## src/rtl/seven_segment_pkg.sv

```systemverilog
// Shared constants for the multiplexed seven-segment driver: segment indices,
// the hex glyph table and the digit-counter width helper.
package seven_segment_pkg;

   localparam int unsigned SEG_A = 0;
   localparam int unsigned SEG_B = 1;
   localparam int unsigned SEG_C = 2;
   localparam int unsigned SEG_D = 3;
   localparam int unsigned SEG_E = 4;
   localparam int unsigned SEG_F = 5;
   localparam int unsigned SEG_G = 6;
   localparam int unsigned SEG_COUNT = 7;

   // Lit-segment glyphs for 0..F, bit SEG_A..SEG_G set = segment on.
   localparam logic [SEG_COUNT-1:0] HEX_TO_SEG [16] = '{
      7'h3F, 7'h06, 7'h5B, 7'h4F, 7'h66, 7'h6D, 7'h7D, 7'h07,
      7'h7F, 7'h6F, 7'h77, 7'h7C, 7'h39, 7'h5E, 7'h79, 7'h71
   };

   function automatic int unsigned digit_cnt_width(input int unsigned num_digits);
      return (num_digits < 2) ? 1 : $clog2(num_digits);
   endfunction

endpackage

```

## src/rtl/hex_to_seven_segment.sv

```systemverilog
// Combinational hex nybble to active-high lit-segment decoder.
module hex_to_seven_segment
   import seven_segment_pkg::*;
(
   input  logic [3:0]           nybble,
   output logic [SEG_COUNT-1:0] segments_c
);

   assign segments_c = HEX_TO_SEG[nybble];

endmodule

```

## src/rtl/seven_segment_mux_driver.sv

```systemverilog
// N-digit time-multiplexed seven-segment driver with per-frame input snapshot,
// PWM brightness, dead-time blanking, leading-zero suppression and pin polarity.
module seven_segment_mux_driver
   import seven_segment_pkg::*;
#(
   parameter int unsigned NUM_DIGITS         = 4,
   parameter int unsigned SLOT_LOG2          = 10,
   parameter int unsigned BRIGHTNESS_BITS    = 4,
   parameter int unsigned DEAD_CYCLES        = 8,
   parameter bit          ANODE_ACTIVE_HIGH  = 1'b1,
   parameter bit          SEGMENT_ACTIVE_LOW = 1'b1
) (
   input  logic                       clock,
   input  logic                       reset,
   input  logic [4*NUM_DIGITS-1:0]    data,
   input  logic [NUM_DIGITS-1:0]      dp,
   input  logic [NUM_DIGITS-1:0]      digit_enable,
   input  logic [BRIGHTNESS_BITS-1:0] brightness,
   input  logic                       blank_leading_zeros,
   output logic [SEG_COUNT-1:0]       cathode,
   output logic                       dp_out,
   output logic [NUM_DIGITS-1:0]      anode,
   output logic                       frame_strobe
);

   localparam int unsigned DW     = digit_cnt_width(NUM_DIGITS);
   localparam int unsigned DATA_W = 4 * NUM_DIGITS;
   localparam logic        ANODE_INV = ~ANODE_ACTIVE_HIGH;
   localparam logic        SEG_INV   = SEGMENT_ACTIVE_LOW;

   logic [SLOT_LOG2-1:0]       phase;
   logic [DW-1:0]              digit;

   logic [DATA_W-1:0]          data_snap;
   logic [NUM_DIGITS-1:0]      dp_snap;
   logic [NUM_DIGITS-1:0]      enable_snap;
   logic [BRIGHTNESS_BITS-1:0] bright_snap;
   logic                       blz_snap;

   logic                       take_c;
   logic [DATA_W-1:0]          data_e_c;
   logic [NUM_DIGITS-1:0]      dp_e_c;
   logic [NUM_DIGITS-1:0]      enable_e_c;
   logic [BRIGHTNESS_BITS-1:0] bright_e_c;
   logic                       blz_e_c;

   logic [NUM_DIGITS-1:0]      zblank_c;
   logic [3:0]                 nybble_c;
   logic                       en_sel_c;
   logic                       dp_sel_c;
   logic                       zb_sel_c;
   logic                       on_c;
   logic [NUM_DIGITS-1:0]      anode_onehot_c;
   logic [SEG_COUNT-1:0]       seg_raw_c;

   // Slot phase and digit scan counters.
   always_ff @(posedge clock) begin
      if (reset) begin
         phase <= '0;
         digit <= '0;
      end else begin
         phase <= phase + SLOT_LOG2'(1);
         if (phase == '1) begin
            digit <= (digit == DW'(NUM_DIGITS - 1)) ? '0 : digit + DW'(1);
         end
      end
   end

   assign take_c = (digit == '0) && (phase == '0);

   // The frame-start clock already decides with the values being captured.
   assign data_e_c   = take_c ? data                : data_snap;
   assign dp_e_c     = take_c ? dp                  : dp_snap;
   assign enable_e_c = take_c ? digit_enable        : enable_snap;
   assign bright_e_c = take_c ? brightness          : bright_snap;
   assign blz_e_c    = take_c ? blank_leading_zeros : blz_snap;

   always_ff @(posedge clock) begin
      if (reset) begin
         data_snap   <= '0;
         dp_snap     <= '0;
         enable_snap <= '0;
         bright_snap <= '0;
         blz_snap    <= 1'b0;
      end else if (take_c) begin
         data_snap   <= data;
         dp_snap     <= dp;
         enable_snap <= digit_enable;
         bright_snap <= brightness;
         blz_snap    <= blank_leading_zeros;
      end
   end

   // Leading-zero mask: a digit blanks while every nybble from it upward is zero.
   always_comb begin
      logic zero_run;
      zblank_c = '0;
      zero_run = 1'b1;
      for (int i = NUM_DIGITS - 1; i >= 0; i--) begin
         zero_run    = zero_run && (data_e_c[4*i +: 4] == 4'h0);
         zblank_c[i] = blz_e_c && (i != 0) && zero_run;
      end
   end

   always_comb begin
      nybble_c = '0;
      en_sel_c = 1'b0;
      dp_sel_c = 1'b0;
      zb_sel_c = 1'b0;
      for (int i = 0; i < NUM_DIGITS; i++) begin
         if (digit == DW'(i)) begin
            nybble_c = data_e_c[4*i +: 4];
            en_sel_c = enable_e_c[i];
            dp_sel_c = dp_e_c[i];
            zb_sel_c = zblank_c[i];
         end
      end
   end

   hex_to_seven_segment u_hex (
      .nybble     (nybble_c),
      .segments_c (seg_raw_c)
   );

   assign on_c = (phase >= SLOT_LOG2'(DEAD_CYCLES))
              && (phase[SLOT_LOG2-1 -: BRIGHTNESS_BITS] < bright_e_c)
              && en_sel_c
              && (!zb_sel_c || dp_sel_c);

   always_comb begin
      anode_onehot_c = '0;
      for (int i = 0; i < NUM_DIGITS; i++) begin
         anode_onehot_c[i] = on_c && (digit == DW'(i));
      end
   end

   // Pin registers; segments only move at phase 0, inside the dead time.
   always_ff @(posedge clock) begin
      if (reset) begin
         anode        <= {NUM_DIGITS{ANODE_INV}};
         cathode      <= {SEG_COUNT{SEG_INV}};
         dp_out       <= SEG_INV;
         frame_strobe <= 1'b0;
      end else begin
         anode        <= anode_onehot_c ^ {NUM_DIGITS{ANODE_INV}};
         frame_strobe <= take_c;
         if (phase == '0) begin
            cathode <= (zb_sel_c ? '0 : seg_raw_c) ^ {SEG_COUNT{SEG_INV}};
            dp_out  <= dp_sel_c ^ SEG_INV;
         end
      end
   end

endmodule

```

## config.mk

```make
export PLATFORM = sky130hd
export DESIGN_NAME = seven_segment_mux_driver
export DESIGN_NICKNAME = d
export VERILOG_FILES = /design/src/rtl/seven_segment_pkg.sv /design/src/rtl/hex_to_seven_segment.sv /design/src/rtl/seven_segment_mux_driver.sv
export SDC_FILE = /design/constraint.sdc
export NUM_CORES = 1
export LEC_CHECK = 0
export CORE_UTILIZATION = 50
export DETAILED_ROUTE_END_ITERATION = 8
export DONT_BUFFER_PORTS = 1
export GPL_TIMING_DRIVEN = 0
export PLACE_DENSITY = 0.76
export SYNTH_ARGS = -nofsm -noshare
export SYNTH_HDL_FRONTEND = slang
export SYNTH_SLANG_ARGS = --single-unit
```

## constraint.sdc

```tcl
create_clock -name clock -period 3.2 [get_ports clock]
set_clock_uncertainty 0.2 [all_clocks]
set_input_delay 0.48 -clock clock [delete_from_list [all_inputs] [get_ports clock]]
set_output_delay 0.48 -clock clock [all_outputs]
set_load 0.01 [all_outputs]
```

==> metrics.csv, run 1 <==
stage;metric;value;unit
timing;fin_crit;3180;ps
drt;viasPerCell;6.10;
clock_tree;clock_path_buffers;2;
timing;final-setup-viol-count;0;
clock_tree;cts_sinks;54;
logic_synthesis;synth_compound_area_share;18.7;%
pwr;p_leak;0.00131;uW
critical_path;cp-end-kind;flop;
logic_synthesis;synth_mux_area_share;7.65;%
logic_synthesis;synthSimpleGateAreaFrac;22.2;%
logic_synthesis;synth_edf_count;0;
logic_synthesis;synth_area;2880;sq um
drt;final_antenna_net_count;0;
floorplanning;die_area;6060;sq um
clock_tree;cts_buffers;5;
logic_synthesis;synth-xor-area-share;2.13;%
layout;drive_gt1_share;17.6;%
global_route;grt_max_degree;18;
critical_path;crit_type;reg -> reg;
placed_design;place_hpwl;5210;um
clock_tree;insertion_delay;320;ps
floorplanning;start_util;51.9;%
global_route;grt_usage;24.5;%
timing;max_freq;315;MHz
critical_path;start_kind;flop;
timing;fin_ws;22.6;ps
floorplanning;die_w;77.9;um
layout;diodes;0;
layout;area_growth;14.3;%
drt;drc;0;
layout;finish.utilization;59.4;%
critical_path;required;3230;ps
floorplanning;core;5540;sq um
logic_synthesis;yosys_warnings;0;
drt;routedWlPerCell;17.4;um
logic_synthesis;synth_cells;337;
pwr;comb_power_share;22.4;%
clock_tree;cts_tree;yes;
timing;slew_viol_final;0;
clock_tree;h-tree-depth;2;
pwr;switching_share;28.9;%
floorplanning;num_rows;27;
floorplanning;dieHeight;77.9;um
critical_path;cp_max_fo;10;
critical_path;cp_data_arrival_time;3200;ps
pwr;powerDensity;522;nW/um^2
timing;rsz0062_at_grt;true;
logic_synthesis;syn_avg_cell_area;8.54;sq um
job;cap_violations;0;
timing;slew_headroom;62.1;%
logic_synthesis;synthAdderAreaFrac;6.52;%
timing;period_share;99.3;%
layout;layout.nets;403;
drt;num_vias;2622;
drt;drtIter0Drc;264;
pwr;design_power_total;1720;uW
timing;finalSetupTns;0;ps
clock_tree;cts_hold_buf;0;
logic_synthesis;seq_area_frac_synth;37.6;%
global_route;antenna_found_initial;0;
pwr;pwr-share-clk;32.4;%
logic_synthesis;synth.net_count;383;
drt;wl;7470;um
clock_tree;clk_pin_slew;100;ps
timing;fin_hold_ws;84.7;ps
run_status;outcome;finished clean;
timing;timing_hold_violations_final;0;
worst_hold_path;hold_path_class;in -> reg;
logic_synthesis;ys_types;54;
global_route;grt_pass1_vias;2301;
timing;tightest_slew;568;ps
logic_synthesis;synth_flop_cell;dfxtp_1;
pwr;seq_power_share;45.1;%
pwr;intPower;1220;uW
placed_design;numPortBuffers;0;
pwr;ir_drop;0.335;mV
pwr;p_switching;496;uW
global_route;grt.overflow.total;0;
floorplanning;io_pins;44;
placed_design;gp_congestion;0.978;
logic_synthesis;synth_top_family_by_area;simple AND/OR/NAND/NOR gates;
drt;drt-pass1-iter-count;7;
logic_synthesis;ys_async_sr_fraction;0;%
logic_synthesis;synth_seq_cells;54;
clock_tree;root_buffer;clkbuf_8;
placed_design;place_ws;-388;ps
global_route;grt_pass1_wl;11600;um
## kinds of logic (layout without fill, tap and decap cells)
family,count (synthesis),after routing
AOI/OAI and AO/OA,77,77
xor gates and xnor gates,7,7
adders and majority gates,15,15
buffers and inverters,34,55
DFF,54,54
muxes,20,20
and+or+nand+nor,130,130
## registers in the layout (all words and copies together) (netlist names)
signal        flops
anode             4
blz_snap          1
phase            10
dp_snap           4
bright_snap       4
data_snap        16
dp_out            1
digit             2
cathode           7
frame_strobe      1
enable_snap       4
## path summary, 6_finish.rpt
path / from / to / slack (ps) / depth (start not counted)
setup reg to reg: phase[4] / cathode[3] / 20 / 10
setup / recovery: phase[4] / cathode[3] / 20 / 10
hold reg to reg: blz_snap / blz_snap / 260 / 2
hold / removal: dp[0] / dp_snap[0] / 80 / 2
## per-layer routing
layer / up-vias / global-route usage, % / routed length (um)
met5: - / 0 / 0
met4: 0 / 6.60 / 164
met3: 26 / 6.12 / 606
met2: 118 / 40.0 / 3430
met1: 1237 / 31.9 / 3270
li1: 1241 / - / -
## layout make-up
| type | count | area (sq um) |
|---|---|---|
| sequential | 54 | 1090 |
| tap | 72 | 90.1 |
| clock buffer | 5 | 68.8 |
| multi-input combinational | 249 | 1710 |
| fill | 495 | 2250 |
| inverter | 16 | 60.1 |
| buffer | 17 | 92.6 |
| clock inverter | 3 | 68.8 |
| timing repair buffer | 14 | 105 |
## power by group through the flow
stage	registers, uW	clock network (uW)	logic [uW]
floorplan	782	0	266
global placement	789	0	323
detailed placement	791	0	331
CTS	775	559	348
global route	783	588	422
finish	775	556	385
## stage by stage
step	instances	cell area, sq um
final	430	3290
after floorplan	337	2880
after detailed placement	409	2970
after global routing	430	3290
after CTS	421	3160
after global placement	409	2970
## placed cells by master (no fill, tap or decap), types with 8 or more instances in the layout
cell type and instances:
mux2i_1 12, nand4_1 9, o21ai_0 8, a21oi_1 30, nand2_1 46, ha_1 10, inv_1 15, buf_4 14
o211ai_1 8, dfxtp_1 51, nor2_1 31
## repair_timing
action	4_1_cts	5_1_grt
gates resized for setup	9	17
endpoints found under the setup margin	10	8
pin swaps	4	7
setup buffers	4	10
## cell usage after synthesis, types with 8 or more instances
| master | number | area (sq um) |
|---|---|---|
| inv_1 | 16 | 60.1 |
| dfxtp_1 | 54 | 1080 |
| ha_1 | 15 | 188 |
| a21oi_1 | 30 | 150 |
| o211ai_1 | 8 | 60.1 |
| nand3_1 | 8 | 40.0 |
| nand4_1 | 9 | 56.3 |
| mux2i_1 | 13 | 130 |
| nand2_1 | 46 | 173 |
| o21ai_0 | 8 | 40.0 |
| nor2_1 | 31 | 116 |
| clkbuf_1 | 12 | 45.0 |
## critical path: stages, from the launching register on
cell and delay [ps]:
dfxtp_4 370, nor4_4 370, clkbuf_2 310, a31oi_1 110
a311o_2 360, o211ai_1 350, buf_4 230, ha_4 130
inv_1 40, mux4_2 440, o22a_1 160
Note: power is estimated with default switching activity, not from simulation.
==> run 2: changes to the inputs <==
- CELL_PAD_IN_SITES_DETAIL_PLACEMENT: not set -> 1
- CELL_PAD_IN_SITES_GLOBAL_PLACEMENT: not set -> 2
- CORE_UTILIZATION: 50 -> 38
- PLACE_DENSITY: 0.76 -> 0.87
- clock period: 3.2 -> 3.3 ns (I/O delays scaled with it)
==> run 2 against run 1 <==
Effect of this change: die area grew 31%; combinational power shrank 7.3%; cell count increased by 4.4%; sequential share of layout area is 0.55 points higher; critical path depth up 1; wire length is 7.5% higher.
==> metrics.csv, run 2 (same netlist as run 1, synthesis figures left out) <==
stage;metric;value;unit
layout;diodes;0;
drt;viasPerCell;5.60;
clock_tree;cts_sinks;54;
layout;largest_reg_flops;16;
timing;fin_hold_ws;95.7;ps
placed_design;gp_congestion;0.828;
drt;drtIter0Drc;95;
layout;area_growth;11.9;%
layout;multi_input_area;1690;sq um
clock_tree;clk_pin_slew;100;ps
run_status;outcome;finished clean;
layout;regMostFlops;data_snap;
timing;fin_crit;3200;ps
floorplanning;num_rows;31;
layout;largestRegisters;data_snap x16, phase x10, cathode x7;
critical_path;cp_data_arrival_time;3220;ps
timing;finalSetupTns;0;ps
clock_tree;clock_path_buffers;2;
layout;regArea;1080;sq um
timing;final-setup-viol-count;0;
drt;drt-pass1-iter-count;4;
critical_path;required;3330;ps
timing;tightest_slew;565;ps
floorplanning;die_area;7930;sq um
pwr;p_leak;0.00127;uW
timing;timing_hold_violations_final;0;
drt;wl;8030;um
timing;max_freq;313;MHz
floorplanning;core;7290;sq um
critical_path;r2r_cells;11;
pwr;ir_drop;0.240;mV
floorplanning;dieHeight;89.0;um
worst_hold_path;whs_path_depth;2;
critical_path;cp_max_fo;9;
layout;drive_gt1_share;14.6;%
layout;fill_cells;917;
drt;drc;0;
global_route;grt_max_degree;18;
placed_design;place_ws;-364;ps
timing;fin_ws;102;ps
critical_path;start_kind;flop;
drt;routedWlPerCell;17.9;um
timing;slew_viol_final;0;
drt;final_antenna_net_count;0;
placed_design;place_hpwl;6120;um
global_route;grt.overflow.total;0;
clock_tree;root_buffer;clkbuf_8;
job;cap_violations;0;
clock_tree;cts_buffers;5;
timing;period_share;96.9;%
floorplanning;start_util;39.5;%
placed_design;numPortBuffers;0;
timing;slew_headroom;62.3;%
pwr;powerDensity;490;nW/um^2
layout;final_common_cell;dfxtp_1;
clock_tree;h-tree-depth;2;
layout;final_cell_mix;51 x dfxtp_1, 46 x nand2_1, 31 x nor2_1;
global_route;grt_usage;21.4;%
global_route;grt_pass1_vias;2476;
critical_path;crit_type;reg -> reg;
clock_tree;cts_tree;yes;
global_route;grt_pass1_wl;12500;um
layout;layout.nets;395;
layout;finish.utilization;44.2;%
floorplanning;io_pins;44;
clock_tree;insertion_delay;320;ps
worst_hold_path;hold_path_class;in -> reg;
floorplanning;die_w;89.0;um
global_route;antenna_found_initial;0;
critical_path;cp-end-kind;flop;
drt;num_vias;2513;
pwr;design_power_total;1580;uW
## run 2: changes by cell type in the layout (fill, tap and decap cells not counted), sizes merged
cell	before	now
inv	16	17
clkbuf	18	16
bufinv	2	1
buf	18	12
## run 2: critical path: stages, from the launching register on
cell      delay (ps)
dfxtp_2          360
or4_4            530
buf_6            160
nor3_4           240
buf_4            180
a311o_2          190
o211ai_1         120
buf_4            190
ha_1             270
inv_1             50
mux4_2           450
o22a_1           160
## run 2: report_power, final
part	internal, uW	leakage, uW	switching [uW]
logic	160	0.000770	197
registers	709	0.000445	44.7
clock network	228	0.0000585	239
total	1100	0.00127	480
## run 2: per-layer routing
metal | share of wire (%) | track usage (%) | wire length [um]
met5 | 0 | 0 | 0
met4 | 1.5 | 6.64 | 121
met3 | 5.1 | 4.99 | 406
met2 | 50 | 37.3 | 4000
met1 | 44 | 26.1 | 3500
## run 2: final timing paths
path                   from              to  slack [ps]
max                phase[4]      cathode[3]         100
min                 data[2]    data_snap[2]         100
max reg2reg        phase[4]      cathode[3]         100
min reg2reg  enable_snap[3]  enable_snap[3]         260
## run 2: per-stage QoR
stage,instances,cell area [sq um]
floorplan,337,2880
global placement,436,3000
detailed placement,436,3000
CTS,448,3160
global route,449,3220
finish,449,3220
## run 2: what timing repair did
| item | in CTS | in global routing |
|---|---|---|
| gates resized for setup | 4 | 17 |
| pin swaps | 4 | 3 |
| setup endpoints to repair | 9 | 5 |
| hold buffers | 0 | 0 |
| setup buffers | 5 | 2 |
## run 2: layout make-up
type,instances,area share [%]
Inverter,16,1.86
Sequential cell,54,33.7
Multi-Input combinational cell,249,52.4
Buffer,16,3.03
Clock inverter,3,1.36
Tap cell,99,3.85
Timing Repair Buffer,7,1.63
Clock buffer,5,2.14
==> run 3: changes to the inputs <==
- CAP_MARGIN: not set -> 15
- CORE_MARGIN: not set -> 2
- HOLD_SLACK_MARGIN: not set -> 0.06
==> run 3 against run 2 <==
Effect of this change: clock-buffer cell count unchanged; via count down 0.80%; worst hold slack better by 7.8 ps; register-to-register slack about the same; cell count up 0.67%; critical path depth down 1; flip-flop and latch count unchanged; worst setup slack worse by 1.7 ps; sequential power about the same; wire length up 2.0%; power up 0.38%; sequential share of layout area down 0.22 points; largest cell class unchanged; highest routed layer unchanged.
==> metrics.csv, run 3 (same netlist as run 1, synthesis figures left out) <==
stage;metric;value;unit
run_status;outcome;finished clean;
placed_design;numPortBuffers;0;
timing;period_share;97.0;%
clock_tree;h-tree-depth;2;
drt;drc;0;
drt;drt-pass1-iter-count;4;
critical_path;max_stage_delay;490;ps
critical_path;start_kind;flop;
timing;fin_crit;3200;ps
critical_path;path_cells;nor4_4 -> clkbuf_4 -> a31oi_1 -> a311o_2 -> o211ai_1 -> buf_4 -> inv_1 -> ha_1 -> mux4_2 -> o22a_1;
clock_tree;insertion_delay;310;ps
timing;max_freq;313;MHz
worst_hold_path;whs_endpoint;data_snap[4];
critical_path;cp_data_arrival_time;3220;ps
layout;final_cell_mix;53 x dfxtp_1, 46 x nand2_1, 31 x nor2_1;
timing;tightest_slew;591;ps
floorplanning;num_rows;31;
global_route;grt_usage;20.1;%
layout;largest_reg_flops;16;
global_route;grt_pass1_wl;13100;um
floorplanning;dieHeight;91.0;um
drt;drtIter0Drc;78;
critical_path;crit_type;reg -> reg;
layout;final_common_cell;dfxtp_1;
clock_tree;cts_tree;yes;
layout;layout.nets;398;
clock_tree;cts_sinks;54;
layout;largestRegisters;data_snap x16, phase x10, cathode x7;
placed_design;gp_congestion;0.813;
critical_path;ff2ff_setup_slack;100;ps
clock_tree;clock_path_buffers;2;
layout;regMostFlops;data_snap;
critical_path;cp_max_fo;10;
timing;slew_viol_final;0;
drt;routedWlPerCell;18.1;um
critical_path;required;3320;ps
pwr;ir_drop;0.221;mV
drt;viasPerCell;5.52;
worst_hold_path;hold_path_class;in -> reg;
drt;final_antenna_net_count;0;
layout;finish.utilization;44.4;%
layout;area_growth;12.4;%
timing;final-setup-viol-count;0;
timing;rsz0062_at_grt;true;
layout;drive_gt1_share;14.7;%
timing;timing_hold_violations_final;0;
global_route;grt_max_degree;18;
critical_path;r2r_end;cathode[3];
floorplanning;die_w;91.0;um
critical_path;cp-end-kind;flop;
pwr;design_power_total;1580;uW
floorplanning;io_pins;44;
global_route;grt.overflow.total;0;
layout;diodes;0;
global_route;grt_pass1_vias;2497;
placed_design;place_hpwl;6240;um
timing;slew_headroom;60.6;%
floorplanning;start_util;39.5;%
pwr;powerDensity;490;nW/um^2
critical_path;cpMaxStageDelayCell;mux4_2;
worst_hold_path;whs_path_depth;2;
worst_hold_path;min_from;data[4];
clock_tree;cts_buffers;5;
global_route;antenna_found_initial;0;
floorplanning;core;7290;sq um
placed_design;place_area;3000;sq um
layout;final_area;3230;sq um
drt;wl;8190;um
critical_path;r2r_cells;10;
floorplanning;die_area;8290;sq um
clock_tree;clk_pin_slew;100;ps
critical_path;rr_startpoint;phase[5];
pwr;p_leak;0.00128;uW
clock_tree;root_buffer;clkbuf_8;
job;cap_violations;0;
layout;fill_cells;903;
drt;num_vias;2493;
run 3: cell count changes in the layout (fill, tap and decap cells not counted), sizes merged:
cell,change
buf,+3
run 3: what timing repair did:
item / CTS / global route
hold buffers: 0 / 0
setup buffers: 4 / 6
setup endpoints to repair: 10 / 5
resized for setup: 7 / 10
pin swaps: 4 / 4
gates cloned: 0 / 0
run 3: worst max-delay path by stage:
stage	start	to	slack [ps]	cells after the start
final	phase[5]	cathode[3]	100	10
after global routing	phase[5]	cathode[0]	-60	10
after CTS	phase[5]	cathode[3]	6	9
after detailed placement	phase[5]	cathode[3]	-410	9
after global placement	phase[5]	cathode[3]	-340	9
after floorplan	phase[5]	cathode[3]	160	10
run 3: per-stage QoR:
stage	setup WS (ps)	hold slack (ps)	TNS (ps)	instances
6_report	100	103	0	452
5_1_grt	-60.4	97.1	-71.8	452
4_1_cts	6.44	99.1	0	448
3_5_place_dp	-415	252	-2410	436
3_3_place_gp	-344	241	-1730	436
2_1_floorplan	158	233	0	337
run 3: routing by layer:
metal / track usage [%] / share of wire, % / up-vias
met1: 25.0 / 43 / 1210
li1: - / - / 1230
met4: 4.92 / 0.78 / 0
met5: 0 / 0 / -
met2: 35.4 / 51 / 48
met3: 3.98 / 4.6 / 5
run 3: layout make-up:
| class | instances | area [sq um] | area share (%) |
|---|---|---|---|
| clock buffers | 5 | 68.8 | 2.13 |
| plain buffers | 16 | 97.6 | 3.02 |
| inverters | 16 | 60.1 | 1.86 |
| well taps | 99 | 124 | 3.83 |
| repair buffers | 10 | 75.1 | 2.32 |
| multi-input cells | 249 | 1680 | 52.0 |
| clock inverters | 3 | 43.8 | 1.35 |
| flip-flops and latches | 54 | 1080 | 33.5 |
run 3: power breakdown:
| group | internal (uW) | switching, uW |
|---|---|---|
| combinational | 168 | 202 |
| clock | 228 | 232 |
| sequential | 709 | 45.3 |
run 3: critical path: cells and delay by family, from the launching register on:
family	cells	cell delay, ps
multiplexers	1	490
AO/OA/AOI/OAI	4	800
flip-flops	1	390
AND/OR/NAND/NOR	1	430
buffers and inverters	3	540
adder cells (fa/ha/maj)	1	270
==> patch 1, RTL diff (flow settings as in run 2) <==
Make the reset (`reset`) asynchronous in 3 clocked blocks.
--- a/src/rtl/seven_segment_mux_driver.sv
+++ b/src/rtl/seven_segment_mux_driver.sv
@@ -55,5 +55,5 @@
 
    // Slot phase and digit scan counters.
-   always_ff @(posedge clock) begin
+   always_ff @(posedge clock or posedge reset) begin
       if (reset) begin
          phase <= '0;
@@ -76,5 +76,5 @@
    assign blz_e_c    = take_c ? blank_leading_zeros : blz_snap;
 
-   always_ff @(posedge clock) begin
+   always_ff @(posedge clock or posedge reset) begin
       if (reset) begin
          data_snap   <= '0;
@@ -136,5 +136,5 @@
 
    // Pin registers; segments only move at phase 0, inside the dead time.
-   always_ff @(posedge clock) begin
+   always_ff @(posedge clock or posedge reset) begin
       if (reset) begin
          anode        <= {NUM_DIGITS{ANODE_INV}};
Function: differs if reset is asserted again (counterexample within 4 cycles, from zero or initial values and one cycle with reset high); with reset held inactive, the same outputs for 10 cycles.
==> patch 1 against run 2 <==
- synthesized area up 5.3%
- routed wire length rose by 2.9%
- global-route usage fell by 1.4 points
- final area rose by 12%
- setup slack got worse by 0.063 ns
- highest routed layer unchanged
- sequential cell count is the same
- critical endpoint is now anode[0]
Power is not compared: it rests on default switching activity, and its combinational part moved more than twofold at a synthesized area within 25%.
==> patch 1: results (changes against run 2) <==
* Internal at 969.6 uW
* Top cells by area, synth: dfrtp_1 38%, dfstp_2 6.9%, mux2i_1 6.6% (was dfxtp_1 38%, ha_1 6.5%, nand2_1 6.0%)
* Vias in the first global route at 2409 (was 2476)
* Wire length on met3 at 365 um (was 406 um)
* Max VDD drop at approximately 0.14 mV
* CTS Buffer Depth at 2 (unchanged)
* Hold WC Path Type: in2reg (unchanged)
* Initial antenna violation count at 0 (unchanged)
* FFs w/ async S/R, synth at 100.0% (was 0%)
* Wl on met1 at 3683 um (was 3500 um)
* Routability cong. at 0.8054 (was 0.8278)
* Clk_lat worst skew at 0.32 ns (about the same)
* First-pass GRT wire length at 12830 um (was 12490 um)
* CP max FO at 5 (was 9)
* # H-tree levels at 2 (unchanged)
* Critical path's largest stage delay at 0.83 ns (was 0.53 ns)
* Top Layer Used: met4 (unchanged)
* Met2 Wirelength at 4108 um (was 4003 um)
* GRT Util Overall at 19.99% (was 21.36%)
* Initial core utilization at 39.23% (was 39.46%)
* Drt pass-1 iters at 4 (unchanged)
* Leak at 0.001677 uW
* Worst EP arrival at 3.28 ns (was 3.22 ns)
* Starting DRT DRC Count at 91 (was 95)
* Fill count at 852 (was 917)
* Most frequent cells after synthesis: 46 x dfrtp_1, 39 x nand2_1, 23 x inv_1 (was 54 x dfxtp_1, 46 x nand2_1, 31 x nor2_1)
* Main synth FF type: dfrtp_1 (was dfxtp_1)
* Routed wire length at 8261 um (was 8032 um)
* Nets@finish at 363 (was 395)
* Largest net degree at the start of global routing at 33 (was 18)
* Mapped Nets at 335 (was 383)
* Antenna Cells at 0 (unchanged)
* Share of layout cells above drive strength 1 at 26.10% (was 14.57%)
* Sequential cell area fraction in the yosys report at 44.90% (was 37.57%)
* Slowest cell on the critical path: a221oi_1 (was or4_4)
* Buffers on Ports at 0 (unchanged)
* Clock buffers created by TritonCTS at 5 (unchanged)
* Post-DP Area at 0.003179 sq mm (was 0.003002 sq mm)
* Number of synthesis warnings at 0 (unchanged)
* CTS root buffer: clkbuf_8 (unchanged)
* Half-perimeter wire length after placement at 5847 um (was 6122 um)
* Unique masters post-synth at 56 (was 54)
* Largest regs: data_snap: 16 flops, phase: 10 flops, cathode: 7 flops (unchanged)
* Worst slew margin at 37.94% (was 62.30%)
* Avg Vias per Cell at 5.607 (was 5.597)
* Clock-pin slew on the worst setup and hold paths at about 0.11 ns
* Status: finished, final reports clean (unchanged)
-- patch 1: changes by cell type after synthesis, moves of 8 or more --
cell,change
clkbuf_1,-9
nor2_1,-18
dfrtp_1,+46
dfstp_2,+8
dfxtp_1,-54
a21oi_1,-25
and3_1,+8
-- patch 1: power by group through the flow --
stage / Combinational (uW) / Clock, uW / Sequential, uW
CTS: 105 / 469 / 711
detailed placement: 97.9 / 0 / 723
global route: 129 / 490 / 714
floorplan: 74.0 / 0 / 718
global placement: 91.8 / 0 / 721
finish: 116 / 460 / 711
-- patch 1: repair_timing --
action,CTS,global route
endpoints found under the hold margin,19,0
setup endpoints to repair,11,8
gates resized for setup,15,20
hold buffers,1,0
pin swaps,7,8
buffers inserted,12,7
-- patch 1: kinds of logic after synthesis --
| group | synth area share [%] |
|---|---|
| AOI/OAI and AO/OA | 13.74 |
| xor gates and xnor gates | 2.311 |
| adders and majority gates | 6.191 |
| buffers and inverters | 4.581 |
| DFF | 44.90 |
| muxes | 11.93 |
| and+or+nand+nor | 16.34 |
-- patch 1: cell type report --
type                       instances  area, sq um  share of cell area (%)
clock inverter                     2        38.79                   1.075
sequential                        54         1364                   37.81
tap                              102        127.6                   3.538
buffer                             8        63.81                   1.769
multi-input combinational        203         1670                   46.31
inverter                          24        90.09                   2.497
timing repair buffer              21        180.2                   4.995
clock buffer                       6        72.57                   2.012
-- patch 1: worst paths after layout --
path / cells after the start / from / endpoint / slack, ns
min: 2 / brightness[3] / bright_snap[3] / 0.09
max in group asynchronous: 3 / reset / cathode[0] / 1.82
max: 9 / phase[6] / anode[0] / 0.04
min reg2reg: 1 / phase[0] / phase[0] / 0.24
min in group asynchronous: 2 / reset / bright_snap[2] / 0.45
max reg2reg: 9 / phase[6] / anode[0] / 0.04
-- patch 1: metal layers --
layer	GRT usage, %	up-vias
li1	-	1089
met1	26.18	1209
met2	33.46	47
met3	4.523	10
met4	4.894	0
met5	0	-
-- patch 1: worst max-delay path: cells and delay by family, from the launching register on --
| kind | cells | cell delay (ns) |
|---|---|---|
| AOI/OAI and AO/OA | 3 | 1.30 |
| and+or+nand+nor | 3 | 0.73 |
| DFF | 1 | 0.47 |
| buffers and inverters | 2 | 0.34 |
| muxes | 1 | 0.13 |
-- patch 1: metrics by stage --
stage / hold slack (ns) / worst slack (ns) / std cells
2_1_floorplan: 0.2264 / 0.1051 / 289
3_3_place_gp: 0.2420 / -0.4803 / 391
3_5_place_dp: 0.2455 / -0.5061 / 392
4_1_cts: 0.08785 / 0.002535 / 413
5_1_grt: 0.09112 / -0.04355 / 420
6_report: 0.08978 / 0.03855 / 420
==> patch 2, RTL diff (flow settings as in run 2) <==
Without the edit above. Change the parameter `BRIGHTNESS_BITS` from 4 to 3.
--- a/src/rtl/seven_segment_mux_driver.sv
+++ b/src/rtl/seven_segment_mux_driver.sv
@@ -6,5 +6,5 @@
    parameter int unsigned NUM_DIGITS         = 4,
    parameter int unsigned SLOT_LOG2          = 10,
-   parameter int unsigned BRIGHTNESS_BITS    = 4,
+   parameter int unsigned BRIGHTNESS_BITS    = 3,
    parameter int unsigned DEAD_CYCLES        = 8,
    parameter bit          ANODE_ACTIVE_HIGH  = 1'b1,
Ports: changed (resized brightness); port bits go from 44 to 43. The function was not compared with the original's and may differ.
==> patch 2 against run 2 <==
- power is 5.9% lower
- largest cell class unchanged
- critical path type unchanged
- setup slack better by 0.031 ns
- final area is 9.4% lower
- sequential cell count is 1 lower
- synthesized area is 8.3% lower
- routed wire length is 18% lower
- count of clock-buffer cells in the layout is 1 higher
==> patch 2: results (changes against run 2) <==
* Worst Tran Pin Value at 0.6925 ns (was 0.5654 ns)
* Hold WC Path Type: in2reg (unchanged)
* CTS root buffer: clkbuf_8 (unchanged)
* Share of layout cells above drive strength 1 at 10.88% (was 14.57%)
* Starting DRT DRC Count at 107 (was 95)
* Clock-pin slew on the worst setup and hold paths at approximately 0.11 ns
* CP max FO at 10 (was 9)
* Synth Area in Adders at 6.635% (was 6.522%)
* Antenna Cells at 0 (unchanged)
* Unique masters post-synth at 52 (was 54)
* Routability cong. at 0.8098 (was 0.8278)
* Half-perimeter wire length after placement at 5017 um (was 6122 um)
* Clk_lat worst skew at 0.32 ns (about the same)
* Mux share of post-synthesis cell area at 13.41% (was 7.652%)
* GRT Util Overall at 19.05% (was 21.36%)
* Worst EP arrival at 3.16 ns (was 3.22 ns)
* Avg Vias per Cell at 5.532 (was 5.597)
* Buffers on Ports at 0 (unchanged)
* Compound-Gate Fraction of Synth Area at 13.70% (was 18.65%)
* Vias in the first global route at 2075 (was 2476)
* # H-tree levels at 2 (unchanged)
* Initial antenna violation count at 0 (unchanged)
* Max VDD drop at 0.1821 mV (was 0.2400 mV)
* Top cells by area, synth: dfxtp_1 40%, mux2i_1 12%, nor2_1 7.1% (was dfxtp_1 38%, ha_1 6.5%, nand2_1 6.0%)
* Leak at 0.001197 uW (was 0.001274 uW)
* Sequential cell area fraction in the yosys report at 40.19% (was 37.57%)
* Drt pass-1 iters at 4 (unchanged)
* FFs w/ async S/R, synth at 0% (unchanged)
* Mapped Nets at 326 (was 383)
* Clock buffers created by TritonCTS at 5 (unchanged)
* Post-Synth XOR/XNOR Area at 1.659% (was 2.130%)
* First-pass GRT wire length at 10670 um (was 12490 um)
* Status: finished, final reports clean (unchanged)
* Routed wire length at 6599 um (was 8032 um)
* Number of synthesis warnings at 0 (unchanged)
* CTS Buffer Depth at 2 (unchanged)
* Largest net degree at the start of global routing at 18 (unchanged)
* Main synth FF type: dfxtp_1 (unchanged)
* Largest regs: data_snap: 16 flops, phase: 10 flops, cathode: 7 flops (unchanged)
* Most frequent cells after synthesis: 53 x dfxtp_1, 50 x nor2_1, 32 x mux2i_1 (was 54 x dfxtp_1, 46 x nand2_1, 31 x nor2_1)
* Nets@finish at 337 (was 395)
patch 2: report_power, final:
part           switching [uW]  internal [uW]  total [uW]
Sequential               40.8            697         737
Clock                     239            175         414
Combinational             186            148         333
Total                     466           1020        1490
patch 2: kinds of logic (layout without fill, tap and decap cells):
family | count (synthesis) | in the layout
multiplexers | 34 | 34
AO/OA/AOI/OAI | 49 | 49
flip-flops | 53 | 53
AND/OR/NAND/NOR | 104 | 104
adder cells (fa/ha/maj) | 14 | 14
buffers and inverters | 23 | 35
XOR/XNOR | 5 | 5
patch 2: layer usage:
layer / vias to the layer above / track usage, % / share of wire (%)
met3: 7 / 4.377 / 3.2
met5: - / 0 / 0
met4: 0 / 5.455 / 1.3
met1: 1003 / 24.48 / 46
met2: 28 / 32.04 / 49
li1: 1031 / - / -
patch 2: final cells by class:
| class | instances | area (sq um) |
|---|---|---|
| Buffer | 11 | 65.06 |
| Clock buffer | 6 | 82.58 |
| Clock inverter | 2 | 17.52 |
| Fill cell | 802 | 3840 |
| Inverter | 12 | 45.04 |
| Multi-Input combinational cell | 206 | 1515 |
| Sequential cell | 53 | 1061 |
| Tap cell | 80 | 100.1 |
| Timing Repair Buffer | 4 | 30.03 |
patch 2: final timing paths:
| check | startpoint | to | slack [ns] | cells past startpoint |
|---|---|---|---|---|
| worst max register to register | phase[9] | cathode[1] | 0.13 | 11 |
| worst max-delay path | phase[9] | cathode[1] | 0.13 | 11 |
| worst min-delay path | blank_leading_zeros | blz_snap | 0.12 | 2 |
| worst min register to register | phase[0] | phase[0] | 0.30 | 1 |
patch 2: metrics by stage:
stage / setup slack (ns) / utilization, % / instance area (sq um) / instances / setup TNS, ns
6_report: 0.1331 / 43.17 / 2917 / 374 / 0
5_1_grt: -0.03017 / 43.17 / 2917 / 374 / -0.03017
4_1_cts: 0.01295 / 42.43 / 2867 / 370 / 0
3_5_place_dp: -0.4717 / 40.56 / 2740 / 362 / -2.543
3_3_place_gp: -0.4325 / 40.56 / 2740 / 362 / -2.277
2_1_floorplan: 0.1604 / - / 2640 / 282 / 0
patch 2: repair_timing:
| action | in CTS | in global routing |
|---|---|---|
| pin swaps | 0 | 4 |
| gates resized for setup | 4 | 3 |
| setup buffers | 0 | 4 |
| endpoints found under the setup margin | 7 | 7 |
patch 2: critical path, cell delays in order, from the launching register on:
cell and delay (ns):
dfxtp_1 0.38, nor4_4 0.39, nand4_4 0.20, buf_6 0.21
buf_6 0.17, mux2i_1 0.19, a221oi_4 0.39, inv_1 0.16
ha_1 0.32, o21ai_0 0.13, o21a_1 0.17, o221ai_1 0.11
